<file path="config.mk">
export PLATFORM = sky130hd
export DESIGN_NAME = alu_seq
export DESIGN_NICKNAME = d
export VERILOG_FILES = /design/src/rtl/alu_seq.sv
export SDC_FILE = /design/constraint.sdc
export NUM_CORES = 1
export LEC_CHECK = 0
export ABC_AREA = 0
export BUFFER_PORTS_ARGS = -buffer_cell sky130_fd_sc_hd__buf_2
export CAP_MARGIN = 20
export CORE_AREA = 2 2 94 163
export DETAILED_ROUTE_END_ITERATION = 6
export DIE_AREA = 0 0 96 165
export GPL_TIMING_DRIVEN = 0
export PLACE_DENSITY = 0.63
export SETUP_SLACK_MARGIN = 0.15
export SKIP_LAST_GASP = 1
export SYNTH_ARGS = -nofsm -noshare
export SYNTH_HDL_FRONTEND = slang
export SYNTH_SLANG_ARGS = --single-unit
</file>
<file path="constraint.sdc">
create_clock -name clk -period 5.78 [get_ports clk]
set_clock_uncertainty 0.1 [all_clocks]
set_input_delay 0 -clock clk [delete_from_list [all_inputs] [get_ports clk]]
set_output_delay 0 -clock clk [all_outputs]
set_load 0.05 [all_outputs]
</file>
<file path="src/rtl/alu_seq.sv">
// Width-generic ALU with valid/ready handshakes on both sides.
// MUL (shift-add) and DIV (restoring) iterate one bit per cycle; all other opcodes take a single cycle.
module alu_seq #(
  parameter int WIDTH = 8
) (
  input  logic             clk,
  input  logic             reset_n,
  input  logic             in_valid,
  output logic             in_ready,
  input  logic [3:0]       opcode,
  input  logic [WIDTH-1:0] A,
  input  logic [WIDTH-1:0] B,
  output logic             out_valid,
  input  logic             out_ready,
  output logic [WIDTH-1:0] out,
  output logic [WIDTH-1:0] out_rem,
  output logic             overflow,
  output logic             underflow,
  output logic             zero,
  output logic             div_err
);

  localparam int CNT_W = $clog2(WIDTH + 1);
  localparam logic [WIDTH:0] ONE_X = (WIDTH+1)'(1);

  typedef enum logic [1:0] {S_IDLE, S_BUSY, S_DONE} state_t;

  state_t               r_state;
  state_t               w_state_nxt;
  logic [CNT_W-1:0]     r_cnt;
  logic                 r_is_div;
  logic [2*WIDTH-1:0]   r_mcand;
  logic [WIDTH-1:0]     r_mplier;
  logic [2*WIDTH-1:0]   r_acc;
  logic [WIDTH-1:0]     r_dq;
  logic [WIDTH-1:0]     r_drem;
  logic [WIDTH-1:0]     r_dvsr;
  logic [WIDTH-1:0]     r_out;
  logic [WIDTH-1:0]     r_rem;
  logic                 r_ovf;
  logic                 r_udf;
  logic                 r_zero;
  logic                 r_div_err;

  logic                 w_accept;
  logic                 w_last;
  logic [WIDTH:0]       w_ext;
  logic [WIDTH-1:0]     w_res;
  logic                 w_ovf;
  logic                 w_udf;
  logic [2*WIDTH-1:0]   w_acc_nxt;
  logic [WIDTH:0]       w_trial;
  logic [WIDTH:0]       w_diff;
  logic                 w_ge;
  logic [WIDTH-1:0]     w_rem_nxt;
  logic [WIDTH-1:0]     w_q_nxt;

  assign in_ready  = (r_state == S_IDLE);
  assign out_valid = (r_state == S_DONE);
  assign w_accept  = in_valid && in_ready;
  assign w_last    = (r_cnt == CNT_W'(1));
  assign out       = r_out;
  assign out_rem   = r_rem;
  assign overflow  = r_ovf;
  assign underflow = r_udf;
  assign zero      = r_zero;
  assign div_err   = r_div_err;

  // Single-cycle operations, evaluated at WIDTH+1 bits so bit WIDTH is carry/borrow
  always_comb begin
    w_ext = '0;
    w_res = '0;
    w_ovf = 1'b0;
    w_udf = 1'b0;
    case (opcode)
      4'd0:  begin w_ext = {1'b0, A} + {1'b0, B}; w_res = w_ext[WIDTH-1:0]; w_ovf = w_ext[WIDTH]; end
      4'd1:  begin w_ext = {1'b0, A} - {1'b0, B}; w_res = w_ext[WIDTH-1:0]; w_udf = w_ext[WIDTH]; end
      4'd2:  begin w_ext = {1'b0, A} + ONE_X;     w_res = w_ext[WIDTH-1:0]; w_ovf = w_ext[WIDTH]; end
      4'd3:  begin w_ext = {1'b0, A} - ONE_X;     w_res = w_ext[WIDTH-1:0]; w_udf = w_ext[WIDTH]; end
      4'd4:  w_res = '0;
      4'd5:  w_res = A & B;
      4'd6:  w_res = A | B;
      4'd7:  w_res = A ^ B;
      4'd8:  w_res = ~A;
      4'd9:  w_res = ~(A | B);
      4'd10: w_res = {A[WIDTH-2:0], 1'b0};
      4'd11: w_res = {1'b0, A[WIDTH-1:1]};
      4'd12: w_res = {A[WIDTH-2:0], A[WIDTH-1]};
      4'd13: w_res = {A[0], A[WIDTH-1:1]};
      default: w_res = '0;
    endcase
  end

  // One shift-add step and one restoring-division step per BUSY cycle
  always_comb begin
    w_acc_nxt = r_acc + (r_mplier[0] ? r_mcand : '0);
    w_trial   = {r_drem, r_dq[WIDTH-1]};
    w_diff    = w_trial - {1'b0, r_dvsr};
    w_ge      = ~w_diff[WIDTH];
    w_rem_nxt = w_ge ? w_diff[WIDTH-1:0] : w_trial[WIDTH-1:0];
    w_q_nxt   = {r_dq[WIDTH-2:0], w_ge};
  end

  always_comb begin
    w_state_nxt = r_state;
    case (r_state)
      S_IDLE: if (w_accept)
                w_state_nxt = ((opcode == 4'd14) || (opcode == 4'd15 && B != '0)) ? S_BUSY : S_DONE;
      S_BUSY: if (w_last) w_state_nxt = S_DONE;
      S_DONE: if (out_ready) w_state_nxt = S_IDLE;
      default: w_state_nxt = S_IDLE;
    endcase
  end

  always_ff @(posedge clk) begin
    if (!reset_n) r_state <= S_IDLE;
    else          r_state <= w_state_nxt;
  end

  always_ff @(posedge clk) begin
    if (!reset_n) begin
      r_cnt     <= '0;
      r_is_div  <= 1'b0;
      r_mcand   <= '0;
      r_mplier  <= '0;
      r_acc     <= '0;
      r_dq      <= '0;
      r_drem    <= '0;
      r_dvsr    <= '0;
      r_out     <= '0;
      r_rem     <= '0;
      r_ovf     <= 1'b0;
      r_udf     <= 1'b0;
      r_zero    <= 1'b0;
      r_div_err <= 1'b0;
    end else begin
      case (r_state)
        S_IDLE: if (w_accept) begin
          if (opcode == 4'd14) begin
            r_mcand  <= {{WIDTH{1'b0}}, A};
            r_mplier <= B;
            r_acc    <= '0;
            r_cnt    <= CNT_W'(WIDTH);
            r_is_div <= 1'b0;
          end else if (opcode == 4'd15 && B != '0) begin
            r_dq     <= A;
            r_drem   <= '0;
            r_dvsr   <= B;
            r_cnt    <= CNT_W'(WIDTH);
            r_is_div <= 1'b1;
          end else if (opcode == 4'd15) begin
            r_out     <= '1;
            r_rem     <= A;
            r_ovf     <= 1'b0;
            r_udf     <= 1'b0;
            r_zero    <= 1'b0;
            r_div_err <= 1'b1;
          end else begin
            r_out     <= w_res;
            r_rem     <= '0;
            r_ovf     <= w_ovf;
            r_udf     <= w_udf;
            r_zero    <= (w_res == '0);
            r_div_err <= 1'b0;
          end
        end
        S_BUSY: begin
          r_cnt <= r_cnt - CNT_W'(1);
          if (!r_is_div) begin
            r_acc    <= w_acc_nxt;
            r_mcand  <= r_mcand << 1;
            r_mplier <= r_mplier >> 1;
            if (w_last) begin
              r_out     <= w_acc_nxt[WIDTH-1:0];
              r_rem     <= w_acc_nxt[2*WIDTH-1:WIDTH];
              r_ovf     <= |w_acc_nxt[2*WIDTH-1:WIDTH];
              r_udf     <= 1'b0;
              r_zero    <= (w_acc_nxt[WIDTH-1:0] == '0);
              r_div_err <= 1'b0;
            end
          end else begin
            r_dq   <= w_q_nxt;
            r_drem <= w_rem_nxt;
            if (w_last) begin
              r_out     <= w_q_nxt;
              r_rem     <= w_rem_nxt;
              r_ovf     <= 1'b0;
              r_udf     <= 1'b0;
              r_zero    <= (w_q_nxt == '0);
              r_div_err <= 1'b0;
            end
          end
        end
        default: ;
      endcase
    end
  end

endmodule

</file>
==> flow_summary.toml <==
[outcome]
status = "complete, no violations"

[timing]
achievable-frequency_mhz = 274.3
setup-violations-final = 0
report.final.hold_viol_count = 0
max_slew.worst_pin.slew_ps = 881.2
max-slew-margin-rel = 0.3973
fin_setup_tns_ps = 0
pins_over_slew_limit = 0
final_clock_period_utilization_by_the_worst_path = 0.6306
layout_min_cycle_time_ps = 3645
grt_setup_unrepaired = "no"

[yosys]
syn-num-nets = 990
synthTopCellsByArea = "dfxtp_1 26%, ha_1 9.0%, nor2b_1 4.8%, nand2_1 4.7%, nor2_1 4.1%"
netlist_area_mm2 = 0.007092
synth.top_cell.area_share = 0.2569
asyncSetResetFlopFracSynth = 0
yosys_warnings = 0
ys_ff_latch = 91
post_synth_num_cell_types = 80
number_of_flops_mapped_to_enable_cells_by_yosys = 0
most_used_flip_flop_cell_after_synthesis = "dfxtp_1"
mapped_avg_cell_area_um2 = 7.785
netlist_instances = 911
synth-seq-area-share = 0.2569
synth_largest_area_cell = "dfxtp_1"

[setup_path]
setup.worst_path.start_class = "flip-flop"
worst-setup-path-type = "reg2reg"
critical_path.max_fanout = 10
r2r_end = "out_rem[6]"
reg2reg_slack_ps = 2130
worst_setup_path_end_kind = "flip-flop"
timing.rr.start = "r_mplier[0]"
cp-endpoint = "out_rem[6]"
worst-endpoint-arrival_ps = 3790
critical_path.startpoint = "r_mplier[0]"
reg2regPathDepth = 12
worstPathRequired_ps = 5920

[placed_design]
number_of_input_and_output_port_buffers_inserted = 43
globalplace.congestion = 1.014
place.detailed.hpwl_um = 20240

[clock_network]
cts.sinks = 91
tritoncts = "built"
total_cts_buffers = 9
clk_pin_slew_worst_paths_ps = 70
cts.htree.levels = 3
postCtsSetupRepairBufs = 0
clk_latency_ps = 350
library_cell_used_as_clock_root_buffer = "clkbuf_16"
cts-root-to-sink-buffers = 2

[route]
post_drt_wl_per_cell_um = 22.17
ant_nets = 0
drt-pass1-iter-count = 5
routed-via-count = 7152
via_per_inst = 6.171
drc = 0
drt_wl_total_um = 25700
first_iter_violations = 393

[die]
floorplan.initialDensity = 0.4911
dieWidth_um = 96
design.portCount = 46
die_area_mm2 = 0.01584
core_footprint_mm2 = 0.01444
floorplan.rows = 58
height_of_the_die_um = 165

[grt]
grt_use_met1 = 0.3176
grt_overflow_total = 0
antenna_found_initial = 0
global_route_wire_length_before_repair_um = 38420
grtUsageMet3 = 0.05703
most_heavily_used_metal_layer_in_global_routing = "met2"
gr-usage-all-layers = 0.3275
gr-usage-met2 = 0.5991
vias_in_the_first_global_route = 6883
largest_net_degree_at_the_start_of_global_routing = 16

[job]
drv_cap = 0

[finish]
antenna-diode-count = 0
area_growth_syn_to_layout_pct = 12.63
layout.cells.most_common_list = "91 x dfxtp_1, 88 x nand2_1, 77 x nor2_1, 59 x buf_2, 54 x nor2b_1"
nFillCells = 1464
most_common_cell_after_layout_fill_and_taps_aside = "dfxtp_1"
nNetsFinal = 1053
utilization = 0.5531
drive_gt1_frac = 0.1052

[power_and_ir_drop]
irDropWorstVdd_mv = 0.1905
power.static_leakage_nw = 3.308
cellPowerDensity_mw_per_mm2 = 224.1

[hold_path]
holdCritPathClass = "in2reg"
[metal layers]
layer	share of wire	up-vias
met1	0.35	3373
met3	0.049	103
met5	0	-
met4	0.078	0
li1	-	3405
met2	0.53	271
[cell families after synthesis]
kind of cell	after synthesis	share of synthesized area
buffers and inverters	104	0.06492
muxes	21	0.03034
DFF	91	0.2569
adders and majority gates	55	0.1013
xor gates and xnor gates	29	0.03581
and+or+nand+nor	346	0.2474
AOI/OAI and AO/OA	265	0.2634
[cells in the mapped netlist (16+ instances only)]
cell	number
and2_1	32
inv_1	43
nor2_1	77
nand3_1	20
nand2_1	88
ha_1	51
dfxtp_1	91
clkbuf_1	35
buf_2	16
o21ai_0	47
nor3_1	21
a22oi_1	22
nor2b_1	54
xnor2_1	19
a21oi_1	51
a221oi_1	20
mux2i_1	17
[critical path: stages (launching register included)]
cell	delay, ps
dfxtp_1	410
clkbuf_1	280
and2_1	210
ha_1	210
fa_1	410
a21oi_1	230
o22ai_1	200
o31ai_2	510
o21ai_1	200
o41ai_2	270
xnor2_1	170
a211oi_1	250
nor2_1	70
[area by class of cell]
cell class                      instances  area (um^2)  share of cell area
Buffer                                 61        299.0             0.03744
Sequential cell                        91         1822              0.2281
Tap cell                              180        225.2             0.02820
Multi-Input combinational cell        716         4810              0.6021
Clock inverter                          6        136.4             0.01707
Inverter                               43        161.4             0.02021
Clock buffer                           10        229.0             0.02867
Timing Repair Buffer                   52        305.3             0.03822
[state kept, by name, summed over array words and instances, names as in the netlist]
name,count
r_dq,8
r_dvsr,8
out_rem,8
r_acc,16
underflow,1
r_state,2
r_mplier,8
zero,1
overflow,1
r_drem,8
out,8
r_is_div,1
r_cnt,4
div_err,1
r_mcand,16
[power breakdown]
part,total (mW),switching (mW),internal [mW]
Combinational,0.393,0.266,0.126
Clock,0.734,0.265,0.468
Sequential,0.664,0.0156,0.648
Total,1.79,0.547,1.24
[what timing repair did]
item                                   in CTS  in global routing
endpoints found under the hold margin      10                  0
gates resized for setup                     0                  0
hold buffers                                9                  0
[worst min path at each step]
stage	to	from	slack (ps)	cells past startpoint
after detailed placement	r_state[0]	out_ready	190	2
final	r_cnt[3]	in_valid	40	3
after CTS	r_cnt[3]	in_valid	20	3
after floorplan	r_state[0]	out_ready	40	1
after global placement	r_state[0]	out_ready	170	2
after global routing	r_cnt[3]	in_valid	80	3
[through the flow]
step / cells / setup WS, ps / power, mW / cell area [um^2] / hold slack [ps]
6_report: 1159 / 2135 / 1.790 / 7988 / 44.16
5_1_grt: 1159 / 1901 / 1.847 / 7988 / 81.20
4_1_cts: 1159 / 2155 / 1.784 / 7988 / 22.40
3_5_place_dp: 1134 / 2158 / 1.055 / 7532 / 189.6
3_3_place_gp: 1134 / 2192 / 1.054 / 7532 / 165.8
2_1_floorplan: 911 / 2945 / 0.9277 / 7092 / 44.97
No activity file was read; power rests on OpenSTA's default activity.
